File: config.mk
export PLATFORM = sky130hd
export DESIGN_NAME = ula_arbiter
export DESIGN_NICKNAME = d
export VERILOG_FILES = /design/src/rtl/ula_pkg.sv /design/src/rtl/ula_rr_pick.sv /design/src/rtl/ula_arbiter.sv
export SDC_FILE = /design/constraint.sdc
export NUM_CORES = 1
export LEC_CHECK = 0
export ABC_AREA = 1
export BUFFER_PORTS_ARGS = -buffer_cell sky130_fd_sc_hd__clkbuf_2
export CORE_ASPECT_RATIO = 0.5
export CORE_MARGIN = 10
export CORE_UTILIZATION = 40
export CTS_CLUSTER_SIZE = 28
export DETAILED_ROUTE_END_ITERATION = 8
export PLACE_DENSITY = 0.78
export SETUP_SLACK_MARGIN = 0.3
export SLEW_MARGIN = 10
export SYNTH_ARGS = -nofsm -noshare
export SYNTH_HDL_FRONTEND = slang
export SYNTH_SLANG_ARGS = --single-unit
export TNS_END_PERCENT = 5
File: constraint.sdc
create_clock -name clk -period 1.5 [get_ports clk]
set_input_delay 0.15 -clock clk [delete_from_list [all_inputs] [get_ports clk]]
set_output_delay 0.15 -clock clk [all_outputs]
set_load 0.005 [all_outputs]
File: src/rtl/ula_pkg.sv
// Shared ULA definitions: opcode constants, arbiter state encoding and opcode legality.
package ula_pkg;

    localparam logic [2:0] ULA_AND = 3'b000;
    localparam logic [2:0] ULA_OR  = 3'b001;
    localparam logic [2:0] ULA_ADD = 3'b010;
    localparam logic [2:0] ULA_SUB = 3'b110;
    localparam logic [2:0] ULA_SLT = 3'b111;

    typedef enum logic [1:0] {
        IDLE = 2'b00,
        EXEC = 2'b01,
        RESP = 2'b10
    } state_t;

    function automatic logic ula_op_legal(input logic [2:0] op);
        logic legal_s;
        case (op)
            ULA_AND, ULA_OR, ULA_ADD, ULA_SUB, ULA_SLT: legal_s = 1'b1;
            default:                                    legal_s = 1'b0;
        endcase
        return legal_s;
    endfunction

endpackage

File: src/rtl/ula_rr_pick.sv
// Combinational two-way round-robin picker; on a tie the port that did not win last time wins.
module ula_rr_pick (
    input  logic [1:0] valid,
    input  logic       last,
    output logic       gnt_valid,
    output logic       gnt_idx
);

    // Grant selection
    always_comb begin
        gnt_valid = |valid;
        case (valid)
            2'b01:   gnt_idx = 1'b0;
            2'b10:   gnt_idx = 1'b1;
            2'b11:   gnt_idx = ~last;
            default: gnt_idx = 1'b0;
        endcase
    end

endmodule

File: src/rtl/ula_arbiter.sv
// Shares one combinational ULA between two requesters: accept, execute one cycle, respond.
module ula_arbiter
    import ula_pkg::*;
#(
    parameter int W = 8
) (
    input  logic         clk,
    input  logic         reset,
    input  logic         req0_valid,
    input  logic [W-1:0] req0_a,
    input  logic [W-1:0] req0_b,
    input  logic [2:0]   req0_op,
    output logic         req0_ready,
    input  logic         req1_valid,
    input  logic [W-1:0] req1_a,
    input  logic [W-1:0] req1_b,
    input  logic [2:0]   req1_op,
    output logic         req1_ready,
    output logic         rsp0_valid,
    input  logic         rsp0_ready,
    output logic         rsp1_valid,
    input  logic         rsp1_ready,
    output logic [W-1:0] rsp_result,
    output logic         rsp_zero,
    output logic         rsp_err,
    output logic [W-1:0] ula_srca,
    output logic [W-1:0] ula_srcb,
    output logic [2:0]   ula_control,
    input  logic [W-1:0] ula_result,
    input  logic         ula_flagz
);

    state_t       state_r;
    state_t       state_s;
    logic         last_grant_r;
    logic         gidx_r;
    logic [W-1:0] srca_r;
    logic [W-1:0] srcb_r;
    logic [2:0]   ctrl_r;
    logic         illegal_r;
    logic [W-1:0] result_r;
    logic         zero_r;
    logic         err_r;

    logic         gnt_valid_s;
    logic         gnt_idx_s;
    logic         accept_s;
    logic         rsp_hs_s;
    logic [W-1:0] sel_a_s;
    logic [W-1:0] sel_b_s;
    logic [2:0]   sel_op_s;

    ula_rr_pick u_pick (
        .valid     ({req1_valid, req0_valid}),
        .last      (last_grant_r),
        .gnt_valid (gnt_valid_s),
        .gnt_idx   (gnt_idx_s)
    );

    assign sel_a_s  = gnt_idx_s ? req1_a  : req0_a;
    assign sel_b_s  = gnt_idx_s ? req1_b  : req0_b;
    assign sel_op_s = gnt_idx_s ? req1_op : req0_op;
    assign rsp_hs_s = (state_r == RESP) && (gidx_r ? rsp1_ready : rsp0_ready);

    // Ready is only ever offered from IDLE, and is held off while reset is asserted
    assign req0_ready = accept_s && !gnt_idx_s && !reset;
    assign req1_ready = accept_s &&  gnt_idx_s && !reset;
    assign rsp0_valid = (state_r == RESP) && !gidx_r;
    assign rsp1_valid = (state_r == RESP) &&  gidx_r;

    assign ula_srca    = srca_r;
    assign ula_srcb    = srcb_r;
    assign ula_control = ctrl_r;
    assign rsp_result  = result_r;
    assign rsp_zero    = zero_r;
    assign rsp_err     = err_r;

    // Next-state and accept decode
    always_comb begin
        state_s  = state_r;
        accept_s = 1'b0;
        case (state_r)
            IDLE: begin
                if (gnt_valid_s) begin
                    accept_s = 1'b1;
                    state_s  = EXEC;
                end else begin
                    state_s  = IDLE;
                end
            end
            EXEC: state_s = RESP;
            RESP: begin
                if (rsp_hs_s) begin
                    state_s = IDLE;
                end else begin
                    state_s = RESP;
                end
            end
            default: state_s = IDLE;
        endcase
    end

    // State register and request latch; illegal ops present ADD to the ULA
    always_ff @(posedge clk or posedge reset) begin
        if (reset) begin
            state_r      <= IDLE;
            last_grant_r <= 1'b1;
            gidx_r       <= 1'b0;
            srca_r       <= {W{1'b0}};
            srcb_r       <= {W{1'b0}};
            ctrl_r       <= ULA_ADD;
            illegal_r    <= 1'b0;
        end else begin
            state_r <= state_s;
            if (accept_s) begin
                last_grant_r <= gnt_idx_s;
                gidx_r       <= gnt_idx_s;
                srca_r       <= sel_a_s;
                srcb_r       <= sel_b_s;
                ctrl_r       <= ula_op_legal(sel_op_s) ? sel_op_s : ULA_ADD;
                illegal_r    <= !ula_op_legal(sel_op_s);
            end
        end
    end

    // Response capture at the end of EXEC; fields then hold until the next EXEC
    always_ff @(posedge clk or posedge reset) begin
        if (reset) begin
            result_r <= {W{1'b0}};
            zero_r   <= 1'b0;
            err_r    <= 1'b0;
        end else if (state_r == EXEC) begin
            if (illegal_r) begin
                result_r <= {W{1'b0}};
                zero_r   <= 1'b1;
                err_r    <= 1'b1;
            end else begin
                result_r <= ula_result;
                zero_r   <= ula_flagz;
                err_r    <= 1'b0;
            end
        end
    end

endmodule
==> results of run 1 <==
[cell families (layout without fill, tap and decap cells)]
family,after synthesis,after routing,synth area share [%]
flip-flops,34,34,54.9
AO/OA/AOI/OAI,14,14,7.49
AND/OR/NAND/NOR,111,112,31.7
buffers and inverters,16,118,5.88
[power by group through the flow]
stage               registers (W)  clock network, W  logic, W
floorplan                 0.00162                 0  0.000967
finish                    0.00163          0.000704   0.00207
global placement          0.00160                 0   0.00163
global route              0.00168          0.000775   0.00227
detailed placement        0.00161                 0   0.00170
CTS                       0.00161          0.000725   0.00188
[state kept, by name (all words and copies together), names as in the netlist, 2 cells and up]
signal,flops
rsp_result,8
state_r,2
ula_control,3
ula_srca,8
ula_srcb,8
[cell usage in the layout, fill, tap and decap left out, drive strengths merged]
master / Yosys / routed
nor3: 1 / 1
dfstp: 2 / 2
inv: 10 / 10
nand3: 21 / 21
nor2: 11 / 12
dfrtp: 32 / 32
o21ai: 3 / 3
clkinvlp: 0 / 1
a21oi: 1 / 1
o311ai: 1 / 1
dlygate4sd3: 0 / 1
nand2: 76 / 76
clkinv: 0 / 1
clkbuf: 0 / 88
a31oi: 1 / 1
buf: 6 / 17
a22o: 8 / 8
nand3b: 2 / 2
[per-stage QoR]
step	cell area (um2)	worst slack, ns	hold WS, ns
6_report	2330	0.00561	0.0689
5_1_grt	2330	-0.0404	0.0521
4_1_cts	2240	0.0396	0.0571
3_5_place_dp	2030	0.155	0.287
3_3_place_gp	2030	0.182	0.282
2_1_floorplan	1560	0.249	0.264
[final cells by class]
class,count,area [um2]
tap,51,63.8
timing repair buffer,100,582
clock buffer,6,82.6
inverter,10,40.0
sequential,34,853
clock inverter,2,12.5
multi-input combinational,126,696
fill,291,1250
[per-layer routing]
layer  wire, um  part of all wire [%]  track usage, %
met1       1950                    38            15.1
met2       2710                    53            24.0
met3        268                   5.3            4.40
met4        143                   2.8            6.95
met5          0                     0               0
[worst max path at each step]
stage               cells after the start     endpoint          from  slack [ns]
CTS                                     7   req1_ready  last_grant_r        0.04
detailed placement                      6  ula_srcb[3]    state_r[0]        0.15
global placement                        6   req1_ready    state_r[0]        0.18
global route                            7   req1_ready  last_grant_r       -0.04
finish                                  5   req0_ready  last_grant_r       0.006
floorplan                               6   req1_ready    state_r[0]        0.25
[worst reg2reg max path, cell delays in order, from the launching register on]
cell and delay, ns:
dfstp_2 0.57, nand2_4 0.06, nand2_4 0.09, buf_6 0.10, nor2_4 0.04, buf_4 0.17
buf_6 0.14, nand2_1 0.06, nand3_1 0.08
[what timing repair did]
| item | 4_1_cts | 5_1_grt |
|---|---|---|
| cloned | 1 | 0 |
| buffers inserted | 9 | 0 |
| pin swaps | 5 | 26 |
| hold buffers | 1 | 0 |
| endpoints found under the hold margin | 32 | 0 |
| gates resized for setup | 7 | 30 |
| setup endpoints to repair | 31 | 37 |
==> reports/qor.yml, run 1 <==
status: "completed"
power.internal_w: 0.00271
worst_slew_pin_slew_ns: 0.435
final.min_clock_period_ns: 1.49
start_util_pct: 43.4
finish.utilization_pct: 65.0
fin_cells: 329
crit_chain: "nand2_4, nand2_4, inv_4, nor3_2, buf_2"
cts_root_buf: "clkbuf_8"
fin_nets: 330
finalClockSkew_ns: 0.00960
switching_share_pct: 38.5
fin_crit_sh_pct: 99.6
synth_top_cell_by_area: "dfrtp_1"
crit_path_start_kind: "flop"
grt_pass1_wl_um: 7710
power.total_w: 0.00440
cpMostUsedCell: "nand2_4"
synth_top_area_share_pct: 51.5
syn_avg_cell_area_um2: 8.88
p_comb_share_pct: 47.0
switching_power_w: 0.00170
clk_path_buf_depth: 2
gp_congestion: 0.884
portBuffers: 85
critical_path_class: "flop to output port"
place.detailed.hpwl_um: 3710
cts-htree-levels: 2
cap_viol_max_count: 0
pwr-share-seq_pct: 37.0
yosysMostFrequentCell: "nand2_1"
num_vias: 1565
core_um2: 3580
pwr-share-clk_pct: 16.0
endpoint_kind: "output port"
area_growth_pct: 49.9
drtIter0Drc: 103
rsz0062_at_grt: "true"
crit_family: "flip-flops"
cts_made_buffers: 5
numClockSinks: 34
synth.net_count: 228
cellLeakagePower_nw: 1.29
r2r-end: "ula_srcb[3]"
hold_path.class: "input port to flop"
synth_edf_count: 0
setup_viol: 0
ant_nets: 0
vias_per_cell: 4.76
synth_ff_type: "dfrtp_1"
yosys-top-cells-area: "dfrtp_1 (52%), nand2_1 (18%), nand3_1 (6.8%), a22o_1 (4.5%), dfstp_2 (3.4%)"
synth_cells: 175
relSlewSlack_pct: 71.0
rows: 15
wirelength_um: 5070
grtUsageTotal_pct: 13.9
critPathSlowestCell: "dfstp_2"
firstDrtPassIters: 4
slowest_delay_ns: 0.57
worst_hold_path.endpoint: "ula_srcb[7]"
routedWlPerCell_um: 15.4
r2r_slack_ns: 0.07
setup_tns_ns: 0
die_w_um: 108
powerDensity_nw_per_um2: 1890
peakVddDrop_v: 0.000933
antenna_found_initial: 0
drv_slew: 0
hold_violations: 0
ys_types: 23
seq_area_frac_synth_pct: 54.9
n_antenna_cell: 0
die_h_um: 64.1
cts_tree: "yes"
die-area_um2: 6930
min-delay-start: "req0_b[7]"
clk_pin_slew_worst_paths_ns: 0.07
reg2reg_from: "last_grant_r"
synth-async-reset-ratio_pct: 100
crit_buf_inv: 2
io-pin-count: 86
grt_max_degree: 35
yosys_warnings: 0
worstPathRequired_ns: 1.35
critPathMaxFanout: 3
gr-total-overflow: 0
ys_ff_latch: 34
arrival_ns: 1.34
ff2ff_path_depth: 8
grt_pass1_vias: 1617
synth_common_cells: "nand2_1 (73), dfrtp_1 (32), nand3_1 (21), inv_1 (9), a22o_1 (8)"
syn_area_um2: 1550
placed_cells_incl_taps: 310
min_path_cells: 3
drcViolationCount: 0
drive_above_1_share_pct: 49.3
insertion_delay_ns: 0.29
max_freq_ghz: 0.669
Note: power is estimated with default switching activity, not from simulation.
==> inputs of run 2 (changes only) <==
--- a/config.mk
+++ b/config.mk
@@ -6,13 +6,13 @@
 export NUM_CORES = 1
 export LEC_CHECK = 0
 export ABC_AREA = 1
-export BUFFER_PORTS_ARGS = -buffer_cell sky130_fd_sc_hd__clkbuf_2
 export CORE_ASPECT_RATIO = 0.5
 export CORE_MARGIN = 10
 export CORE_UTILIZATION = 40
 export CTS_CLUSTER_SIZE = 28
 export DETAILED_ROUTE_END_ITERATION = 8
-export PLACE_DENSITY = 0.78
+export DONT_BUFFER_PORTS = 1
+export PLACE_DENSITY = 0.59
 export SETUP_SLACK_MARGIN = 0.3
 export SLEW_MARGIN = 10
 export SYNTH_ARGS = -nofsm -noshare
==> reports/qor.yml, run 2 (synthesis gave the netlist of run 1 again) <==
hold_path.class: "input port to flop"
routedWlPerCell_um: 16.5  # +7.3%
n_fill_cell: 302  # +3.8%
n_antenna_cell: 0  # unchanged
grt_pass1_wl_um: 6940  # -9.9%
grt_max_degree: 26  # -26%
portBuffers: 0  # -100%
crit_path_start_kind: "flop"
die_h_um: 64.1  # unchanged
whs_ns: 0.00633  # -0.0626 ns
antenna_found_initial: 0  # unchanged
fin_crit_sh_pct: 92.0  # -7.6 points
insertion_delay_ns: 0.27  # -0.02 ns
firstDrtPassIters: 4  # unchanged
status: "completed"
wirelength_um: 4530  # -11%
cts_tree: "yes"
endpoint_kind: "output port"
drtIter0Drc: 50  # -51%
drcViolationCount: 0  # unchanged
numClockSinks: 34  # unchanged
rows: 15  # unchanged
area_growth_pct: 38.2
crit_buf_inv: 1  # -1
start_util_pct: 43.4  # unchanged
place.detailed.hpwl_um: 3080  # -17%
cts_made_buffers: 5  # unchanged
crit_family: "simple AND/OR/NAND/NOR gates"
gr-total-overflow: 0  # unchanged
cap_viol_max_count: 0  # unchanged
worstPathRequired_ns: 1.35  # about the same
core_um2: 3580  # unchanged
cts_root_buf: "clkbuf_8"
num_vias: 1349  # -14%
layout_commonest_cell: "nand2_1"
cpMostUsedCell: "nor2_4"
final.min_clock_period_ns: 1.38  # -0.114 ns
relSlewSlack_pct: 70.7  # -0.27 points
drv_slew: 0  # unchanged
multiInputGateArea_um2: 638  # -8.3%
grtUsageTotal_pct: 12.7  # -1.1 points
peakVddDrop_v: 0.000865  # -7.3%
setup_viol: 0  # unchanged
critPathMaxFanout: 6  # +3
clk_pin_slew_worst_paths_ns: 0.07  # about the same
critical_path_class: "flop to output port"
crit_chain: "nor2_2, o21ai_4, nor2_4, inv_2, nor2_4"
min-delay-start: "req1_b[1]"
grt_pass1_vias: 1353  # -16%
slowest_delay_ns: 0.39  # -0.18 ns
die-area_um2: 6930  # unchanged
final_cell_mix: "nand2_1 (73), dfrtp_1 (32), dlygate4sd3_1 (29), nand3_1 (21), buf_4 (15)"
max_freq_ghz: 0.725  # +8.3%
io-pin-count: 86  # unchanged
gp_congestion: 0.738  # -17%
arrival_ns: 1.23  # -0.11 ns
hold_violations: 0  # unchanged
reg2reg_from: "state_r[1]"
finalClockSkew_ns: 0.00424  # -0.00536 ns
critPathSlowestCell: "dfrtp_1"
die_w_um: 108  # unchanged
clk_path_buf_depth: 2  # unchanged
setup_tns_ns: 0  # unchanged
setup.worst_path.start: "state_r[0]"
drive_above_1_share_pct: 17.5  # -32 points
regArea_um2: 853  # unchanged
worst_slew_pin_slew_ns: 0.438  # +0.00355 ns
ant_nets: 0  # unchanged
fin_nets: 275  # -17%
rsz0062_at_grt: "true"
powerDensity_nw_per_um2: 1830  # -3.0%
cellLeakagePower_nw: 1.05  # -18%
vias_per_cell: 4.92  # +3.5%
cts-htree-levels: 2  # unchanged
[run 2: per-stage QoR]
step | std cells | util [%] | setup slack (ns) | instance area [um2] | total power (W)
3_5_place_dp | 225 | 45.1 | 0.175 | 1620 | 0.00289
3_3_place_gp | 225 | 45.1 | 0.229 | 1620 | 0.00286
2_1_floorplan | 175 | - | 0.249 | 1560 | 0.00259
4_1_cts | 268 | 58.1 | 0.100 | 2080 | 0.00392
6_report | 274 | 59.9 | 0.120 | 2150 | 0.00394
5_1_grt | 274 | 59.9 | 0.0373 | 2150 | 0.00427
[run 2: power breakdown]
part	switching (W)	total [W]	internal [W]
clock	0.000302	0.000765	0.000463
sequential	0.000366	0.00173	0.00136
combinational	0.000767	0.00145	0.000678
total	0.00144	0.00394	0.00250
[run 2: repair_timing]
action / in CTS / in global routing
hold endpoints to repair: 25 / 4
resized for setup: 4 / 2
setup endpoints to repair: 30 / 36
buffers inserted: 10 / 2
pin swaps: 6 / 4
hold buffers: 25 / 4
[run 2: final cells by class]
class	instances	area share, %
Timing Repair Buffer	46	20.6
Multi-Input combinational cell	125	29.7
Sequential cell	34	39.7
Tap cell	51	2.97
Inverter	10	1.86
Clock buffer	8	5.13
[run 2: final timing paths]
kind / end / slack (ns) / cells past startpoint
max: req1_ready / 0.12 / 5
min: ula_srcb[1] / 0.006 / 2
max reg2reg: rsp_result[4] / 0.16 / 5
min reg2reg: last_grant_r / 0.49 / 2
max in group asynchronous: ula_control[1] / 0.63 / 3
min in group asynchronous: ula_srca[2] / 0.31 / 2
[run 2: per-layer routing]
layer	GRT usage [%]	wire length (um)	vias to the layer above
li1	-	-	656
met1	13.3	1750	624
met2	21.7	2260	67
met3	6.80	492	2
met4	3.97	27	0
met5	0	0	-
